==> config.mk <==
export PLATFORM = sky130hd
export DESIGN_NAME = instr_fetch_unit
export DESIGN_NICKNAME = d
export VERILOG_FILES = /design/src/rtl/instr_pkg.sv /design/src/rtl/instr_decoder.sv /design/src/rtl/instr_fetch_unit.sv
export SDC_FILE = /design/constraint.sdc
export NUM_CORES = 1
export LEC_CHECK = 0
export ABC_AREA = 1
export CAP_MARGIN = 10
export CORE_UTILIZATION = 60
export DETAILED_ROUTE_END_ITERATION = 16
export DONT_BUFFER_PORTS = 1
export PLACE_DENSITY = 0.76
export SLEW_MARGIN = 40
export SYNTH_ARGS = -nofsm -noshare
export SYNTH_HDL_FRONTEND = slang
export SYNTH_SLANG_ARGS = --single-unit
==> constraint.sdc <==
create_clock -name clk -period 1.7 [get_ports clk]
set_input_delay 0.17 -clock clk [delete_from_list [all_inputs] [get_ports clk]]
set_output_delay 0.17 -clock clk [all_outputs]
set_load 0.005 [all_outputs]
==> src/rtl/instr_pkg.sv <==
// Shared definitions for the instruction word layout and the fetch-unit FSM.
// Instruction format (26 bits, MSB first):
//   [25:22] ra  [21:18] rb  [17:14] rd  [13] reg_write  [12] use_imm
//   [11] mem_we  [10:8] alu_op  [7:0] imm
package instr_pkg;

  localparam int INSTR_W       = 26;

  localparam int RA_HI         = 25;
  localparam int RA_LO         = 22;
  localparam int RA_W          = RA_HI - RA_LO + 1;

  localparam int RB_HI         = 21;
  localparam int RB_LO         = 18;
  localparam int RB_W          = RB_HI - RB_LO + 1;

  localparam int RD_HI         = 17;
  localparam int RD_LO         = 14;
  localparam int RD_W          = RD_HI - RD_LO + 1;

  localparam int REG_WRITE_BIT = 13;
  localparam int USE_IMM_BIT   = 12;
  localparam int MEM_WE_BIT    = 11;

  localparam int ALU_OP_HI     = 10;
  localparam int ALU_OP_LO     = 8;
  localparam int ALU_OP_W      = ALU_OP_HI - ALU_OP_LO + 1;

  localparam int IMM_HI        = 7;
  localparam int IMM_LO        = 0;
  localparam int IMM_W         = IMM_HI - IMM_LO + 1;

  // Fetch FSM encoding; values are visible to software-side tooling, keep fixed.
  typedef enum logic [1:0] {
    ST_IDLE  = 2'd0,
    ST_RUN   = 2'd1,
    ST_DRAIN = 2'd2,
    ST_HALT  = 2'd3
  } fetch_state_e;

  // Decoded view of one instruction word.
  typedef struct packed {
    logic [RA_W-1:0]     ra;
    logic [RB_W-1:0]     rb;
    logic [RD_W-1:0]     rd;
    logic                reg_write;
    logic                use_imm;
    logic                mem_we;
    logic [ALU_OP_W-1:0] alu_op;
    logic [IMM_W-1:0]    imm;
  } instr_fields_t;

  // True while the fetch unit owns the pipeline (fetching or waiting to drain).
  function automatic logic state_is_busy(input fetch_state_e st);
    return (st == ST_RUN) || (st == ST_DRAIN);
  endfunction

endpackage

==> src/rtl/instr_decoder.sv <==
// Combinational instruction-word field slicer. Pure wiring: no state, no
// qualification by valid, so it can be dropped into any stage that holds a word.
module instr_decoder
  import instr_pkg::*;
(
  input  logic [INSTR_W-1:0]  instr_i,
  output logic [RA_W-1:0]     ra_o,
  output logic [RB_W-1:0]     rb_o,
  output logic [RD_W-1:0]     rd_o,
  output logic                reg_write_o,
  output logic                use_imm_o,
  output logic                mem_we_o,
  output logic [ALU_OP_W-1:0] alu_op_o,
  output logic [IMM_W-1:0]    imm_o
);

  instr_fields_t fields;

  // Slice each field at its fixed bit position.
  always_comb begin
    fields           = '0;
    fields.ra        = instr_i[RA_HI:RA_LO];
    fields.rb        = instr_i[RB_HI:RB_LO];
    fields.rd        = instr_i[RD_HI:RD_LO];
    fields.reg_write = instr_i[REG_WRITE_BIT];
    fields.use_imm   = instr_i[USE_IMM_BIT];
    fields.mem_we    = instr_i[MEM_WE_BIT];
    fields.alu_op    = instr_i[ALU_OP_HI:ALU_OP_LO];
    fields.imm       = instr_i[IMM_HI:IMM_LO];
  end

  assign ra_o        = fields.ra;
  assign rb_o        = fields.rb;
  assign rd_o        = fields.rd;
  assign reg_write_o = fields.reg_write;
  assign use_imm_o   = fields.use_imm;
  assign mem_we_o    = fields.mem_we;
  assign alu_op_o    = fields.alu_op;
  assign imm_o       = fields.imm;

endmodule

==> src/rtl/instr_fetch_unit.sv <==
// Instruction fetch unit: owns the PC, reads a combinational ROM, holds the
// fetched word in a single pipeline register and offers it to execute over a
// valid/ready handshake. Supports redirects, a programmable end address and a
// saturating count of accepted hand-offs.
module instr_fetch_unit
  import instr_pkg::*;
#(
  parameter int ADDR_W   = 6,
  parameter int DATA_W   = 26,
  parameter int END_ADDR = 5,
  parameter int CNT_W    = 7
) (
  input  logic              clk,
  input  logic              rst,
  input  logic              start,
  output logic [ADDR_W-1:0] rom_addr,
  input  logic [DATA_W-1:0] rom_data,
  input  logic              redirect,
  input  logic [ADDR_W-1:0] redirect_pc,
  output logic              out_valid,
  input  logic              out_ready,
  output logic [ADDR_W-1:0] out_pc,
  output logic [3:0]        out_ra,
  output logic [3:0]        out_rb,
  output logic [3:0]        out_rd,
  output logic              out_reg_write,
  output logic              out_use_imm,
  output logic              out_mem_we,
  output logic [2:0]        out_alu_op,
  output logic [7:0]        out_imm,
  output logic              busy,
  output logic              done,
  output logic [CNT_W-1:0]  instr_count
);

  localparam logic [ADDR_W-1:0] END_PC  = ADDR_W'(END_ADDR);
  localparam logic [ADDR_W-1:0] PC_ONE  = ADDR_W'(1);
  localparam logic [CNT_W-1:0]  CNT_MAX = {CNT_W{1'b1}};
  localparam logic [CNT_W-1:0]  CNT_ONE = CNT_W'(1);

  fetch_state_e      state_q, state_d;
  logic [ADDR_W-1:0] pc_q, pc_d;
  logic [DATA_W-1:0] instr_q, instr_d;
  logic [ADDR_W-1:0] out_pc_q, out_pc_d;
  logic              out_valid_q, out_valid_d;
  logic [CNT_W-1:0]  cnt_q, cnt_d;

  logic accept;
  logic capture_ok;

  // Handshake completes whenever a held word meets a ready consumer. A
  // redirect blocks capture so the flush and refetch never overlap.
  assign accept     = out_valid_q & out_ready;
  assign capture_ok = (state_q == ST_RUN) & (~out_valid_q | out_ready) & ~redirect;

  // State, PC, pipeline register and counter; reset clears everything at once.
  always_ff @(posedge clk or posedge rst) begin
    if (rst) begin
      state_q     <= ST_IDLE;
      pc_q        <= '0;
      instr_q     <= '0;
      out_pc_q    <= '0;
      out_valid_q <= 1'b0;
      cnt_q       <= '0;
    end else begin
      state_q     <= state_d;
      pc_q        <= pc_d;
      instr_q     <= instr_d;
      out_pc_q    <= out_pc_d;
      out_valid_q <= out_valid_d;
      cnt_q       <= cnt_d;
    end
  end

  // Next-state logic for the fetch FSM, PC and pipeline register.
  always_comb begin
    state_d     = state_q;
    pc_d        = pc_q;
    instr_d     = instr_q;
    out_pc_d    = out_pc_q;
    out_valid_d = out_valid_q;

    case (state_q)
      ST_IDLE: begin
        // PC is already zero out of reset, so start only has to arm fetching.
        out_valid_d = 1'b0;
        if (start) begin
          state_d = ST_RUN;
        end
      end

      ST_RUN: begin
        if (redirect) begin
          // Flush the held word; fetch from the target on the next cycle.
          pc_d        = redirect_pc;
          out_valid_d = 1'b0;
        end else if (capture_ok) begin
          instr_d     = rom_data;
          out_pc_d    = pc_q;
          out_valid_d = 1'b1;
          pc_d        = pc_q + PC_ONE;
          if (pc_q == END_PC) begin
            state_d = ST_DRAIN;
          end
        end
      end

      ST_DRAIN: begin
        if (redirect) begin
          pc_d        = redirect_pc;
          out_valid_d = 1'b0;
          state_d     = ST_RUN;
        end else if (accept) begin
          // Last word has been taken: nothing left to hand off.
          out_valid_d = 1'b0;
          state_d     = ST_HALT;
        end
      end

      ST_HALT: begin
        out_valid_d = 1'b0;
        if (start) begin
          pc_d    = '0;
          state_d = ST_RUN;
        end
      end

      default: begin
        state_d     = ST_IDLE;
        out_valid_d = 1'b0;
      end
    endcase
  end

  // Count accepted hand-offs, including one accepted in the same cycle as a flush.
  always_comb begin
    cnt_d = cnt_q;
    if (accept && (cnt_q != CNT_MAX)) begin
      cnt_d = cnt_q + CNT_ONE;
    end
  end

  instr_decoder u_decoder (
    .instr_i     (instr_q[INSTR_W-1:0]),
    .ra_o        (out_ra),
    .rb_o        (out_rb),
    .rd_o        (out_rd),
    .reg_write_o (out_reg_write),
    .use_imm_o   (out_use_imm),
    .mem_we_o    (out_mem_we),
    .alu_op_o    (out_alu_op),
    .imm_o       (out_imm)
  );

  assign rom_addr    = pc_q;
  assign out_valid   = out_valid_q;
  assign out_pc      = out_pc_q;
  assign busy        = state_is_busy(state_q);
  assign done        = (state_q == ST_HALT);
  assign instr_count = cnt_q;

endmodule

## Yosys cells after proc, flatten, opt, wreduce, memory -nomap -nowiden

Cells that the tools add are included.

- Input bits: 37
- Output and inout port bits: 48
- Register bits: 48
- Logic and storage cells: 53

- Bitwise logic cells: 6
- Reduce and logical (&&, ||, !) cells: 9
- Equal/unequal tests: 13
- Add/sub/neg operators: 2
- Mux-type cells: 17

Operators by type and width:

| kind | number |
|---|---|
| $mux 6 | 4 |
| $pmux 6 s3 | 1 |
| $mux 2 | 6 |
| $ne 2x2->1 const B | 4 |
| $add 7x1->7 const B | 1 |
| $ne 7x7->1 const B | 1 |
| $add 6x1->6 const B | 1 |
| $eq 6x3->1 const B | 1 |
| $ne 3x3->1 const B | 2 |
| $pmux 2 s3 | 1 |
| $reduce_and 5->1 | 1 |
| $eq 2x2->1 const B | 2 |
| $mux 1 | 4 |
| $ne 2x1->1 const B | 2 |
| $reduce_and 4->1 | 1 |
| $and 1x1->1 | 3 |
| $pmux 1 s3 | 1 |
| $reduce_and 3->1 | 1 |
| $reduce_bool 3->1 | 1 |
| $eq 2x1->1 const B | 1 |
| $logic_not 2->1 | 1 |
| $not 1->1 | 2 |
| $reduce_and 2->1 | 1 |
| $reduce_or 2->1 | 1 |
| 3 further kinds | 3 |

## Longest topological paths before layout

Gate-level depths: netlist of the first run.

- Depth in word-level cells: 7
- Depth in mapped cells: 11

## Cells and area by module

From an unflattened synthesis of the first run, not the netlist that was laid out.

- Cells, all modules: 255
- Area total of the unflattened synthesis: 2580.0 sq um

By module, submodules not included:

| module | instances | area each (sq um) | seq. area each (sq um) | cells an instance |
|---|---|---|---|---|
| instr_fetch_unit | 1 | 2384.8 | 1201.2 | 229 |
| instr_decoder | 1 | 195.2 | 0.0 | 26 |

## Worst setup path before layout of the first run

Ideal clock, no wire load.

- Path type: register to register
- From: register state_q[1]
- To: register instr_q[10]
- Arrival: 1.351 ns
- Cell stages (with the launch flop): 8
- Library setup time: 0.125 ns
- Slack: 0.224 ns
- Clock period less this slack: 1.476 ns
- Cell sequence: dfrtp_1 -> inv_1 -> ha_1 -> nand2_4 -> inv_4 -> nand2_8 -> buf_12 -> mux2_4

- Word-level cells in the longest chain between the ends: 4

RTL lines:

| element | RTL line | source |
|---|---|---|
| start, declared | instr_fetch_unit.sv:41 | `fetch_state_e state_q, state_d;` |
| start signal, assigned | instr_fetch_unit.sv:66 | `state_q <= state_d;` |
| $eq 2x1->1 * | instr_fetch_unit.sv:54, instr_fetch_unit.sv:83 |  |
| $and 1x1->1 (2 in a row) | instr_fetch_unit.sv:54 | `assign capture_ok = (state_q == ST_RUN) & (~out_valid_q \| out_ready) & ~redirect;` |
| $reduce_and 3->1 (no source line) * | - |  |
| end signal, assigned | instr_fetch_unit.sv:68 | `instr_q <= instr_d;` |
| end, declared | instr_fetch_unit.sv:43 | `logic [DATA_W-1:0] instr_q, instr_d;` |

Mark *: on every way between the ends. The rest lies on a longest branch, timed or not.
A chain may end at the register's enable or synchronous reset.

## Worst setup path after layout of the first run

- From: register state_q[0]
- To: register pc_q[5] (netlist: rom_addr[5])

- Word-level cells in the longest chain between the ends: 5

RTL lines:

| element | RTL line | source |
|---|---|---|
| $eq 2x1->1 | instr_fetch_unit.sv:54, instr_fetch_unit.sv:83 |  |
| $and 1x1->1 (2 in a row) | instr_fetch_unit.sv:54 |  |
| $ne 3x3->1 (no source line) | - |  |
| $reduce_and 4->1 (no source line) | - |  |
| end signal, assigned | instr_fetch_unit.sv:67 | `pc_q <= pc_d;` |
| end, declared | instr_fetch_unit.sv:42 | `logic [ADDR_W-1:0] pc_q, pc_d;` |

Several ways; a longest one is shown, not always the timed one.

==> flow_summary.json, run 1 <==
{
  "status": "finished clean",
  "routed_wire_length_per_instance_um": 16.3,
  "timing.max_slew.rel_slack_pct": 63.2,
  "utilization_pct": 71.6,
  "design.final.nets": 291,
  "rsz0062_at_grt": "no",
  "syn_area_mm2": 0.00238,
  "io_buffer_count": 0,
  "critical_path_peak_fanout": 8,
  "dpl.cell_count": 276,
  "synth.net_count": 271,
  "max_freq_ghz": 0.651,
  "yosys.cell_types.count": 26,
  "leading_cell_types_in_the_layout_fill_and_taps_excluded": "59 x sky130_fd_sc_hd__nand2_1, 48 x sky130_fd_sc_hd__dfrtp_1, 22 x sky130_fd_sc_hd__mux2_4",
  "postSynthAreaPerCell_um2": 10.5,
  "layout.cells.most_common": "sky130_fd_sc_hd__nand2_1",
  "setup-tns-final_ns": 0,
  "antenna_violating_nets_post_route": 0,
  "ys_ff_latch": 48,
  "hp-class": "in2reg",
  "worstMarginPinSlew_ns": 0.551,
  "ys_async_sr_fraction_pct": 100,
  "worst_ir_drop_vdd_mv": 0.923,
  "cts.htree.levels": 2,
  "clk_path_buf_depth": 2,
  "critPathKind": "reg2reg",
  "global_route_wire_length_before_repair_um": 6530,
  "die_area_mm2": 0.00423,
  "worstSetupEndpointType": "flop",
  "synth_top_flop_cell": "sky130_fd_sc_hd__dfrtp_1",
  "flow.area_growth_from_synthesis_pct": 12.4,
  "total_leakage_power_nw": 1.37,
  "clock_tree_from_tritoncts": "yes",
  "powerDensity_mw_per_mm2": 1860,
  "timing.critical_path.required_ns": 1.93,
  "finalWorstPathRequiredPeriod_ns": 1.54,
  "min_delay_path_depth": 1,
  "grt_pass1_vias": 1354,
  "synth-edff-count": 0,
  "detailed_place_hpwl_um": 3050,
  "yosys_warnings": 0,
  "cts_made_buffers": 5,
  "drt-vias-per-instance": 5.27,
  "detailroute.via_count": 1566,
  "grt_remaining_overflow": 0,
  "tritoncts_num_sinks": 48,
  "clock-skew-final_ns": 0.00696,
  "start_kind": "flop",
  "grt_use_total_pct": 20.5,
  "dr.first_iter.drc_count": 82,
  "finalWirelength_um": 4850,
  "fin_max_slew_vios": 0,
  "dr.pass1.iters": 4,
  "core-area_mm2": 0.00374,
  "floorplan.rows": 22,
  "globalplace.congestion": 0.844,
  "reg2reg_depth": 10,
  "layout-drive-gt1-share_pct": 20.9,
  "num_antenna_cells": 0,
  "final_critical_path_share_of_the_clock_period_pct": 90.4,
  "fill_cells": 285,
  "initial_util_pct": 63.7,
  "hold_viol_final": 0,
  "die_h_um": 65.0,
  "setup_violations": 0,
  "path_clk_slew_ns": 0.10,
  "grt_max_degree": 38,
  "drv.max_cap_violation_count": 0,
  "clk_root_buffer_cell": "sky130_fd_sc_hd__clkbuf_8",
  "floorplan.die.width_um": 65.0,
  "num_io_pins": 85,
  "drcViolationCount": 0,
  "clk-insertion-delay-late_ns": 0.31,
  "post_layout_nonfiller_instances": 297,
  "netlist_instances": 228,
  "worst_ep_arrival_time_ns": 1.76,
  "yosysSeqAreaShare_pct": 50.4,
  "grt_antenna_before_repair": 0
}
registers in the layout (all words and copies together), names as in the netlist:
register,count
instr_q,26
instr_count,7
out_pc,6
rom_addr,6
state_q,2
out_valid,1
worst paths after layout:
path,to,slack [ns],start
setup / recovery,rom_addr[5]$_DFFE_PP0P_,0.16,state_q[0]$_DFFE_PP0P_
hold / removal,instr_q[14]$_DFFE_PP0P_,0.007,rom_data[14]
setup reg to reg,rom_addr[5]$_DFFE_PP0P_,0.16,state_q[0]$_DFFE_PP0P_
hold reg to reg,out_pc[1]$_DFFE_PP0P_,0.52,out_pc[1]$_DFFE_PP0P_
max in group asynchronous,rom_addr[2]$_DFFE_PP0P_,0.80,rst
min in group asynchronous,instr_q[17]$_DFFE_PP0P_,0.37,rst
timing repair:
action / CTS / global route
hold buffers: 2 / 10
gates resized for setup: 0 / 2
hold endpoints to repair: 25 / 10
endpoints found under the setup margin: 0 / 3
buffers inserted: 0 / 0
cells in the mapped netlist (2+ instances only):
cell / count / area [µm²]
sky130_fd_sc_hd__ha_1: 6 / 75.1
sky130_fd_sc_hd__nand2_2: 2 / 12.5
sky130_fd_sc_hd__o21ai_0: 13 / 65.1
sky130_fd_sc_hd__inv_1: 21 / 78.8
sky130_fd_sc_hd__dfrtp_1: 48 / 1200
sky130_fd_sc_hd__o22ai_1: 3 / 18.8
sky130_fd_sc_hd__mux2_2: 6 / 67.6
sky130_fd_sc_hd__nand2_1: 59 / 221
sky130_fd_sc_hd__inv_4: 2 / 12.5
sky130_fd_sc_hd__xnor2_1: 5 / 43.8
sky130_fd_sc_hd__a21oi_1: 3 / 15.0
sky130_fd_sc_hd__buf_12: 2 / 40.0
sky130_fd_sc_hd__nand3_1: 8 / 40.0
sky130_fd_sc_hd__mux2_4: 22 / 330
sky130_fd_sc_hd__nor2_1: 17 / 63.8
logic make-up after synthesis:
| group | count (synthesis) | synth area share, % |
|---|---|---|
| compound gates | 22 | 5.14 |
| mux | 28 | 16.7 |
| simple gates | 90 | 16.0 |
| buf+inv | 28 | 6.40 |
| flops | 48 | 50.4 |
| xor+xnor | 6 | 2.20 |
| fa+ha+maj | 6 | 3.15 |
critical path, cell delays in order (launching register included):
cell and delay (ns):
sky130_fd_sc_hd__dfrtp_1 0.43, sky130_fd_sc_hd__inv_1 0.07, sky130_fd_sc_hd__ha_1 0.22, sky130_fd_sc_hd__inv_1 0.06, sky130_fd_sc_hd__nand2_1 0.12, sky130_fd_sc_hd__nor2_1 0.07, sky130_fd_sc_hd__nor2_2 0.09, sky130_fd_sc_hd__nand2_2 0.11
sky130_fd_sc_hd__inv_4 0.11, sky130_fd_sc_hd__nor2_1 0.05, sky130_fd_sc_hd__a21oi_1 0.14
area by class of cell:
cell class	count	area, µm²	area share (%)
clock buffers	5	68.8	2.57
clock inverters	3	46.3	1.73
inverters	24	97.6	3.64
multi-input cells	153	1040	38.9
flip-flops and latches	48	1200	44.8
well taps	48	60.1	2.24
repair buffers	16	163	6.07
per-layer routing:
layer	vias up	share of wire [%]	GRT usage [%]	routed length (µm)
li1	780	-	-	-
met1	724	43	26.9	2070
met2	57	48	31.8	2340
met3	5	8.2	8.27	396
met4	0	0.78	4.89	38
met5	-	0	0	0
metrics by stage:
stage | total power, mW | setup slack, ns | hold WS (ns) | cell area [µm²]
2_1_floorplan | 3.72 | 0.224 | 0.319 | 2380
3_3_place_gp | 3.99 | 0.121 | 0.125 | 2430
3_5_place_dp | 4.05 | 0.0653 | 0.136 | 2430
6_report | 4.98 | 0.163 | 0.00694 | 2680
5_1_grt | 5.34 | 0.0000648 | -0.00532 | 2680
4_1_cts | 4.91 | 0.0591 | 0.00189 | 2560
report_power, final:
part / total [mW] / internal (mW) / switching [mW]
Combinational: 1.88 / 0.971 / 0.905
Clock: 0.844 / 0.443 / 0.401
Sequential: 2.26 / 1.68 / 0.576
Note: power is estimated with default switching activity, not from simulation.
==> run 2, diff against run 1 <==
Settings changed: CAP_MARGIN 10 to default, SLEW_MARGIN 40 to default.
==> results of run 2 <==
Final layout, timing and power as in run 1 (identical DEF).
